===== config.mk =====
export PLATFORM = sky130hd
export DESIGN_NAME = cic_sched
export DESIGN_NICKNAME = d
export VERILOG_FILES = /design/src/rtl/cic_pkg.sv /design/src/rtl/cic_tick_gen.sv /design/src/rtl/cic_sched.sv
export SDC_FILE = /design/constraint.sdc
export NUM_CORES = 1
export LEC_CHECK = 0
export ABC_AREA = 1
export CAP_MARGIN = 20
export CELL_PAD_IN_SITES_DETAIL_PLACEMENT = 0
export CELL_PAD_IN_SITES_GLOBAL_PLACEMENT = 1
export CORE_MARGIN = 3
export CORE_UTILIZATION = 34
export DETAILED_ROUTE_END_ITERATION = 6
export PLACE_DENSITY_LB_ADDON = 0.1
export SKIP_CTS_REPAIR_TIMING = 1
export SYNTH_ARGS = -nofsm -noshare
export SYNTH_HDL_FRONTEND = slang
export SYNTH_HIERARCHICAL = 1
export SYNTH_SLANG_ARGS = --single-unit
export TNS_END_PERCENT = 30

===== constraint.sdc =====
create_clock -name clk -period 2.4 [get_ports clk]
set_input_delay 0.24 -clock clk [delete_from_list [all_inputs] [get_ports clk]]
set_output_delay 0.24 -clock clk [all_outputs]
set_load 0.02 [all_outputs]

===== src/rtl/cic_pkg.sv =====
// Shared types and default sizes for the CIC interpolator rate scheduler.
package cic_pkg;

  localparam int DEF_WIN  = 16;
  localparam int DEF_WDIV = 8;
  localparam int DEF_WR   = 6;
  localparam int DEF_NSTG = 3;

  typedef enum logic [1:0] {
    IDLE  = 2'd0,
    RUN   = 2'd1,
    DRAIN = 2'd2
  } state_e;

endpackage


===== src/rtl/cic_tick_gen.sv =====
// Clock divider and phase counter: hi_tick every div clocks, lo_tick on every
// r-th hi_tick (phase 0). Counters sit at zero while inactive.
module cic_tick_gen
  import cic_pkg::*;
#(
  parameter int Wdiv = DEF_WDIV,
  parameter int Wr   = DEF_WR
) (
  input  logic            clk,
  input  logic            rst,
  input  logic            active_i,
  input  logic [Wdiv-1:0] div_i,
  input  logic [Wr-1:0]   r_i,
  output logic            hi_tick_o,
  output logic            lo_tick_o
);

  logic [Wdiv-1:0] div_cnt_q, div_cnt_d;
  logic [Wr-1:0]   ph_q, ph_d;
  logic            div_last, ph_last;

  // div_i and r_i are never zero here, so the minus-one compare cannot wrap.
  assign div_last  = (div_cnt_q == div_i - Wdiv'(1));
  assign ph_last   = (ph_q == r_i - Wr'(1));
  assign hi_tick_o = active_i & div_last;
  assign lo_tick_o = hi_tick_o & (ph_q == '0);

  always_comb begin
    // NOTE: every variable gets a default first so no path can infer a latch.
    div_cnt_d = div_cnt_q;
    ph_d      = ph_q;
    if (!active_i) begin
      div_cnt_d = '0;
      ph_d      = '0;
    end else if (div_last) begin
      div_cnt_d = '0;
      ph_d      = ph_last ? '0 : ph_q + Wr'(1);
    end else begin
      div_cnt_d = div_cnt_q + Wdiv'(1);
    end
  end

  // NOTE: sequential state uses non-blocking assignments so all registers
  // update together on the edge regardless of statement order.
  always_ff @(posedge clk or negedge rst) begin
    if (!rst) begin
      div_cnt_q <= '0;
      ph_q      <= '0;
    end else begin
      div_cnt_q <= div_cnt_d;
      ph_q      <= ph_d;
    end
  end

endmodule


===== src/rtl/cic_sched.sv =====
// CIC interpolator rate scheduler: strobes, sample pull with zero-fill, drain on stop.
// Optional underflow counter port enabled by defining CIC_SCHED_UFLOW_CNT_EN.
module cic_sched
  import cic_pkg::*;
#(
  parameter int Win  = DEF_WIN,
  parameter int Wdiv = DEF_WDIV,
  parameter int Wr   = DEF_WR,
  parameter int NSTG = DEF_NSTG
) (
  input  logic            clk,
  input  logic            rst,
  input  logic            en,
  input  logic [Wdiv-1:0] cfg_div,
  input  logic [Wr-1:0]   cfg_r,
  input  logic [Win-1:0]  s_data,
  input  logic            s_valid,
  output logic            s_ready,
  output logic [Win-1:0]  cic_data,
  output logic            cic_val,
  output logic            cic_hi,
  output logic            busy,
  output logic            done,
  input  logic            uflow_clr,
  output logic            uflow
`ifdef CIC_SCHED_UFLOW_CNT_EN
  ,
  output logic [15:0]     uflow_cnt
`endif
);

  localparam int DRAIN_TICKS = 2 * NSTG;
  localparam int DCW         = $clog2(DRAIN_TICKS + 1);

  state_e          state_q, state_d;
  logic [Wdiv-1:0] div_sh_q, div_sh_d;
  logic [Wr-1:0]   r_sh_q, r_sh_d;
  logic            stop_q, stop_d;
  logic [DCW-1:0]  drain_cnt_q, drain_cnt_d;
  logic            done_d;

  logic            hi_tick, lo_tick, run_tick, uflow_ev;
  logic [Win-1:0]  cic_data_q;
  logic            cic_val_q, cic_hi_q, done_q, uflow_q;

  cic_tick_gen #(
    .Wdiv (Wdiv),
    .Wr   (Wr)
  ) u_tick_gen (
    .clk       (clk),
    .rst       (rst),
    .active_i  (state_q != IDLE),
    .div_i     (div_sh_q),
    .r_i       (r_sh_q),
    .hi_tick_o (hi_tick),
    .lo_tick_o (lo_tick)
  );

  assign run_tick = (state_q == RUN) & lo_tick;
  assign uflow_ev = run_tick & ~s_valid;

  assign s_ready  = run_tick;
  assign busy     = (state_q != IDLE);
  assign cic_data = cic_data_q;
  assign cic_val  = cic_val_q;
  assign cic_hi   = cic_hi_q;
  assign done     = done_q;
  assign uflow    = uflow_q;

  always_comb begin
    state_d     = state_q;
    div_sh_d    = div_sh_q;
    r_sh_d      = r_sh_q;
    stop_d      = stop_q;
    drain_cnt_d = drain_cnt_q;
    done_d      = 1'b0;
    unique case (state_q)
      IDLE: begin
        stop_d      = 1'b0;
        drain_cnt_d = '0;
        if (en) begin
          div_sh_d = (cfg_div == '0) ? Wdiv'(1) : cfg_div;
          r_sh_d   = (cfg_r == '0) ? Wr'(1) : cfg_r;
          state_d  = RUN;
        end
      end
      RUN: begin
        // A stop request is held until the current low-rate period ends.
        stop_d = stop_q | ~en;
        if (lo_tick && (stop_q || !en)) state_d = DRAIN;
      end
      DRAIN: begin
        if (lo_tick) begin
          if (drain_cnt_q == DCW'(DRAIN_TICKS - 1)) begin
            state_d = IDLE;
            done_d  = 1'b1;
          end else begin
            drain_cnt_d = drain_cnt_q + DCW'(1);
          end
        end
      end
      default: state_d = IDLE;
    endcase
  end

  always_ff @(posedge clk or negedge rst) begin
    if (!rst) begin
      state_q     <= IDLE;
      div_sh_q    <= Wdiv'(1);
      r_sh_q      <= Wr'(1);
      stop_q      <= 1'b0;
      drain_cnt_q <= '0;
    end else begin
      state_q     <= state_d;
      div_sh_q    <= div_sh_d;
      r_sh_q      <= r_sh_d;
      stop_q      <= stop_d;
      drain_cnt_q <= drain_cnt_d;
    end
  end

  always_ff @(posedge clk or negedge rst) begin
    if (!rst) begin
      cic_data_q <= '0;
      cic_val_q  <= 1'b0;
      cic_hi_q   <= 1'b0;
      done_q     <= 1'b0;
      uflow_q    <= 1'b0;
    end else begin
      cic_val_q <= lo_tick;
      cic_hi_q  <= hi_tick;
      done_q    <= done_d;
      uflow_q   <= uflow_ev | (uflow_q & ~uflow_clr);
      // Drain ticks and starved run ticks feed zeros into the comb section.
      if (lo_tick) cic_data_q <= (run_tick && s_valid) ? s_data : '0;
    end
  end

`ifdef CIC_SCHED_UFLOW_CNT_EN
  logic [15:0] uflow_cnt_q;

  always_ff @(posedge clk or negedge rst) begin
    if (!rst) begin
      uflow_cnt_q <= '0;
    end else if (uflow_ev) begin
      if (uflow_clr)                  uflow_cnt_q <= 16'd1;
      else if (uflow_cnt_q != 16'hFFFF) uflow_cnt_q <= uflow_cnt_q + 16'd1;
    end else if (uflow_clr) begin
      uflow_cnt_q <= '0;
    end
  end

  assign uflow_cnt = uflow_cnt_q;
`endif

endmodule


==> run metrics, run 1 <==
Setup Crit Path Kind flip-flop to primary output; synthesized area 3003 um^2; starting density of the core 35.83%; dpl ws -254.3 ps; Hold EP cic_data[2]$_DFFE_PN0P_; share of layout cells above drive strength 1 11.56%; final hold vios 0; most common cell after layout, fill and taps aside nand2_1; Tmin final 2390 ps; worst hold path class input port to flip-flop; antenna viol nets, final 0; worst-margin pin slew 675.3 ps; total power per unit cell area 1095 nW/um^2; final net count 508; final core occ 46.56%; vias per inst 4.615; fin crit share 99.59%; CTS tree yes; total track usage 14.99%; outcome completed; CP cell instances inv_2 > ha_4 > inv_2 > nand2_1 > nand2_1 > nor2_2 > nand4_1 > nor2_2 > nand3_4 > nor2_4 > nand2_2 > inv_2 > buf_6; Syn Area/Cell 7.622 um^2; Post-synth EDFFs 0; Synth async-reset ratio 100.0%; die width 99.98 um; initial antenna violation count 0; IO buf count 56; final WL 7.220 mm; Worst Setup Slack, final 9.942 ps; CP Max Fanout 2; area grow syn2layout 29.96%; Max rail drop VDD 0.4625 mV; total CTS buffers 5; synth unique cells 30; total power 4272 uW; reg2reg end state_q[1]$_DFFE_PN0P_; timing-limited maximum frequency 418.4 MHz; std cell rows 33; CP Launch Type flip-flop; Max-Cap Viols 0; Slowest-stage cell, CP dfstp_2; main flop type after synthesis dfrtp_1; relative slew slack 54.98%; RSZ-0062 raised after global routing true; drt pass-1 iters 4; crit end category primary output; total grt overflow 0; via count 2640; Worst R2R Path Depth 18; root buffer cell clkbuf_8; flop2flop setup slack 200 ps; Post-Syn Nets 436; vias in the first global route 2594; most frequent cells in the layout nand2_1, clkdlybuf4s50_1, dfrtp_1, nand3_1, inv_1; Critical path origin div_sh_q[0]$_DFFE_PN1P_; die area 9996 um^2; most used cell along the critical path inv_2; hold depth 3; dpl hpwl 5.535 mm; flops & latches, synth 54; clk slew on worst S/H paths 100 ps; Critical Path Max Stage Delay 550 ps; Critical Path AT 2150 ps; RR Startpoint div_sh_q[0]$_DFFE_PN1P_; Yosys top cell by area dfrtp_1; DRT iter0 DRCs 89; Clock Tree Buf Depth 2; synth warn 6; global-route wire length before repair 12.09 mm; register area share after synthesis 45.08%; gp weighted congestion 0.8645; chip height 99.98 um; CTS sink count 54; DR WL/cell 12.62 um; worst hold slack 472.2 ps; Top Ports 57; core area 8382 um^2; LEAKAGE 0.001895 uW; H-tree level count 2; HP Start s_data[2]; Area contributors post-synth dfrtp_1, nand2_1, nand3_1, inv_1, xor2_1; Mapped Cells 394; largest net degree at the start of global routing 29; n_diodes 0; top-area cell type share of the netlist area 43.33%; Critical Path RT 2160 ps; Remaining DRCs 0; Setup Skew 6.612 ps; fin. max-slew vios 0; # setup viols final 0; Clk Latency, worst-skew pair 310 ps
-- flip-flops by register name, summed over array words and instances, names as in the netlist --
signal and count:
stop_q 1, cic_val 1, r_sh_q 6, uflow 1, u_tick_gen/ph_q 6, drain_cnt_q 3, done 1, div_sh_q 8
cic_data 16, cic_hi 1, u_tick_gen/div_cnt_q 8, state_q 2
-- worst max path at each step --
stage              end  depth (start not counted)
3_5_place_dp   s_ready                         13
4_1_cts        s_ready                         13
6_report       s_ready                         13
2_1_floorplan  s_ready                         13
3_3_place_gp   s_ready                         13
5_1_grt        s_ready                         13
-- synth_stat cells, types with 4 or more instances --
library cell / number
xor2_1: 13
nand2_1: 128
nor2_1: 27
nand3_1: 49
nor2_2: 8
ha_1: 7
o21ai_1: 6
o21ai_0: 14
buf_2: 4
inv_1: 47
dfrtp_1: 52
xnor2_1: 5
-- per-stage QoR --
stage          TNS [ps]  instance area (um^2)  instances
2_1_floorplan         0                  3003        394
3_3_place_gp     -196.4                  3769        562
3_5_place_dp     -254.3                  3769        562
4_1_cts          -631.7                  3856        570
5_1_grt          -158.2                  3902        572
6_report              0                  3902        572
-- report_power, final --
part / leakage, uW / switching (uW) / internal [uW] / total [uW]
Clock: 0.0000374 / 316 / 207 / 523
Combinational: 0.00119 / 1260 / 972 / 2230
Sequential: 0.000667 / 286 / 1230 / 1520
Total: 0.00190 / 1860 / 2410 / 4270
-- area by class of cell --
type                            count  area (um^2)
Timing Repair Buffer               73        699.4
Fill cell                         855         4479
Clock inverter                      2        15.01
Tap cell                          105        131.4
Inverter                           50        187.7
Clock buffer                        6        72.57
Multi-Input combinational cell    282         1443
Sequential cell                    54         1354
-- cell families (layout without fill, tap and decap cells) --
family	Yosys count	after routing	share of synthesized area (%)
AOI/OAI and AO/OA	24	24	4.125
DFF	54	54	45.08
adders and majority gates	7	7	2.917
and+or+nand+nor	233	233	34.83
xor gates and xnor gates	18	18	5.250
buffers and inverters	58	131	7.792
-- critical path, delay by kind of cell, from the launching register on --
kind / cells / cell delay (ps)
fa+ha+maj: 1 / 260
buf+inv: 4 / 260
flops: 1 / 550
simple gates: 8 / 780
-- routing by layer --
layer / part of all wire [%] / routed length (um) / track usage, %
met5: 0 / 0 / 0
met4: 0.50 / 36 / 3.420
met3: 7.0 / 506 / 4.726
met2: 45 / 3280 / 24.63
met1: 47 / 3397 / 19.40
(Power assumes the default switching activity.)
==> run 2, diff against run 1 <==
--- a/config.mk
+++ b/config.mk
@@ -12,8 +12,10 @@
 export CORE_MARGIN = 3
 export CORE_UTILIZATION = 34
 export DETAILED_ROUTE_END_ITERATION = 6
+export HOLD_SLACK_MARGIN = 0.05
 export PLACE_DENSITY_LB_ADDON = 0.1
 export SKIP_CTS_REPAIR_TIMING = 1
+export SKIP_LAST_GASP = 1
 export SYNTH_ARGS = -nofsm -noshare
 export SYNTH_HDL_FRONTEND = slang
 export SYNTH_HIERARCHICAL = 1
==> results of run 2 <==
The final DEF is identical to that of run 1; final timing and power are the same.
==> run 3, diff against run 2 <==
--- a/config.mk
+++ b/config.mk
@@ -10,7 +10,8 @@
 export CELL_PAD_IN_SITES_DETAIL_PLACEMENT = 0
 export CELL_PAD_IN_SITES_GLOBAL_PLACEMENT = 1
 export CORE_MARGIN = 3
-export CORE_UTILIZATION = 34
+export CORE_UTILIZATION = 38
+export CTS_CLUSTER_DIAMETER = 40
 export DETAILED_ROUTE_END_ITERATION = 6
 export HOLD_SLACK_MARGIN = 0.05
 export PLACE_DENSITY_LB_ADDON = 0.1
==> constraint.sdc (replaced) <==
create_clock -name clk -period 2.2 [get_ports clk]
set_input_delay 0.22 -clock clk [delete_from_list [all_inputs] [get_ports clk]]
set_output_delay 0.22 -clock clk [all_outputs]
set_load 0.02 [all_outputs]
==> run metrics, run 3 (same netlist as run 1, synthesis figures left out) <==
antenna viol nets, final 0 (unchanged); largest net degree at the start of global routing 36 (was 29); worst-margin pin slew 600.2 ps (was 675.3 ps); gp weighted congestion 0.8310 (was 0.8645); vias per inst 4.653 (was 4.615); n_diodes 0 (unchanged); most frequent cells in the layout nand2_1, clkdlybuf4s50_1, dfrtp_1, nand3_1, inv_1 (unchanged); Max-Cap Viols 0 (unchanged); Top Ports 57 (unchanged); Remaining DRCs 0 (unchanged); Post-DP Area 3844 um^2 (was 3769 um^2); drt pass-1 iters 4 (unchanged); Setup Skew 6.880 ps (was 6.612 ps); total grt overflow 0 (unchanged); root buffer cell clkbuf_8 (unchanged); Setup Crit Path Kind flip-flop to primary output (unchanged); die width 94.90 um (was 99.98 um); CTS sink count 54 (unchanged); IO buf count 56 (unchanged); via count 2680 (was 2640); DRT iter0 DRCs 56 (was 89); CTS tree yes (unchanged); total CTS buffers 5 (unchanged); total track usage 17.21% (was 14.99%); LEAKAGE 0.001989 uW (was 0.001895 uW); fin. max-slew vios 0 (unchanged); Critical Path AT 2190 ps (was 2150 ps); fillers 722 (was 855); global-route wire length before repair 12.31 mm (was 12.09 mm); Max rail drop VDD 0.4976 mV (was 0.4625 mV); die area 9005 um^2 (was 9996 um^2); Clock Tree Buf Depth 2 (unchanged); CP Launch Type flip-flop (unchanged); setup total negative slack -1489 ps (was 0 ps); timing-limited maximum frequency 415.4 MHz; Clk Latency, worst-skew pair 310 ps (about the same); share of layout cells above drive strength 1 14.26% (was 11.56%); core area 7447 um^2 (was 8382 um^2); relative slew slack 59.86% (was 54.98%); worst hold slack 394.0 ps (was 472.2 ps); worst hold path class input port to async pin (was input port to flip-flop); crit end category primary output (unchanged); area grow syn2layout 35.50% (was 29.96%); total power per unit cell area 1195 nW/um^2 (was 1095 nW/um^2); RSZ-0062 raised after global routing true (unchanged); fin crit share 109.4%; # setup viols final 21 (was 0); starting density of the core 40.32% (was 35.83%); Worst Setup Slack, final -207.2 ps (was 9.942 ps); final WL 7.302 mm (was 7.220 mm); dpl hpwl 5.440 mm (was 5.535 mm); violations in the final reports setup timing; final net count 518 (was 508); fin area 4069 um^2 (was 3902 um^2); most common cell after layout, fill and taps aside nand2_1 (unchanged); placed cell count 566 (was 562); H-tree level count 2 (unchanged); Non-Filler Instances 576 (was 572); clk slew on worst S/H paths 100 ps (about the same); initial antenna violation count 0 (unchanged); Critical Path RT 1980 ps (was 2160 ps); std cell rows 31 (was 33); chip height 94.90 um (was 99.98 um); vias in the first global route 2659 (was 2594); total power 4864 uW (was 4272 uW); Largest register FFs 16 (unchanged); outcome complete, but fails checks (was completed); Tmin final 2407 ps; final hold vios 0 (unchanged); DR WL/cell 12.68 um (was 12.62 um); CP Max Fanout 2 (unchanged)
==> run 3: path summary, 6_finish.rpt <==
| path | start | to | slack (ps) | depth (start not counted) |
|---|---|---|---|---|
| min reg2reg | cic_data[15]$_DFFE_PN0P_ | cic_data[15]$_DFFE_PN0P_ | 490 | 2 |
| min | rst | u_tick_gen/div_cnt_q[2]$_DFF_PN0_ | 390 | 2 |
| max reg2reg | div_sh_q[0]$_DFFE_PN1P_ | state_q[1]$_DFFE_PN0P_ | -170 | 19 |
| max | div_sh_q[0]$_DFFE_PN1P_ | s_ready | -210 | 13 |
| min in group clk | s_data[12] | cic_data[12]$_DFFE_PN0P_ | 450 | 3 |
| max in group asynchronous | rst | r_sh_q[0]$_DFFE_PN1P_ | 1190 | 3 |
==> run 3: report_power, final <==
group	internal, uW	leakage, uW	switching, uW
Clock	342	0.0000585	340
Combinational	1120	0.00126	1410
Sequential	1340	0.000667	319
==> run 3: metal layers <==
layer,wire length [um],global-route usage (%)
met3,460,5.179
met4,31,3.606
met1,3426,23.01
met2,3384,27.60
met5,0,0
==> run 3: layout make-up <==
class / instances / area (um^2) / share of cell area (%)
Clock buffer: 5 / 68.82 / 1.691
Multi-Input combinational cell: 282 / 1480 / 36.38
Tap cell: 99 / 123.9 / 3.044
Timing Repair Buffer: 83 / 808.3 / 19.86
Clock inverter: 3 / 43.79 / 1.076
Inverter: 50 / 190.2 / 4.674
Sequential cell: 54 / 1354 / 33.27
==> run 3: stage by stage <==
step / setup WS (ps) / utilization [%]
4_1_cts: -752.6 / 53.13
5_1_grt: -376.7 / 54.64
3_5_place_dp: -391.9 / 51.61
3_3_place_gp: -362.7 / 51.61
2_1_floorplan: 9.527 / -
6_report: -207.2 / 54.64
==> run 3: critical path, cell delays in order, from the launching register on <==
cell and delay (ps):
dfstp_2 550, inv_2 50, ha_4 270, inv_2 30, nand2_1 40, nand2_1 60
nor2_2 120, nand4_1 110, nor2_2 170, nand3_4 90, nor2_4 140, nand2_2 90
inv_2 70, buf_6 110
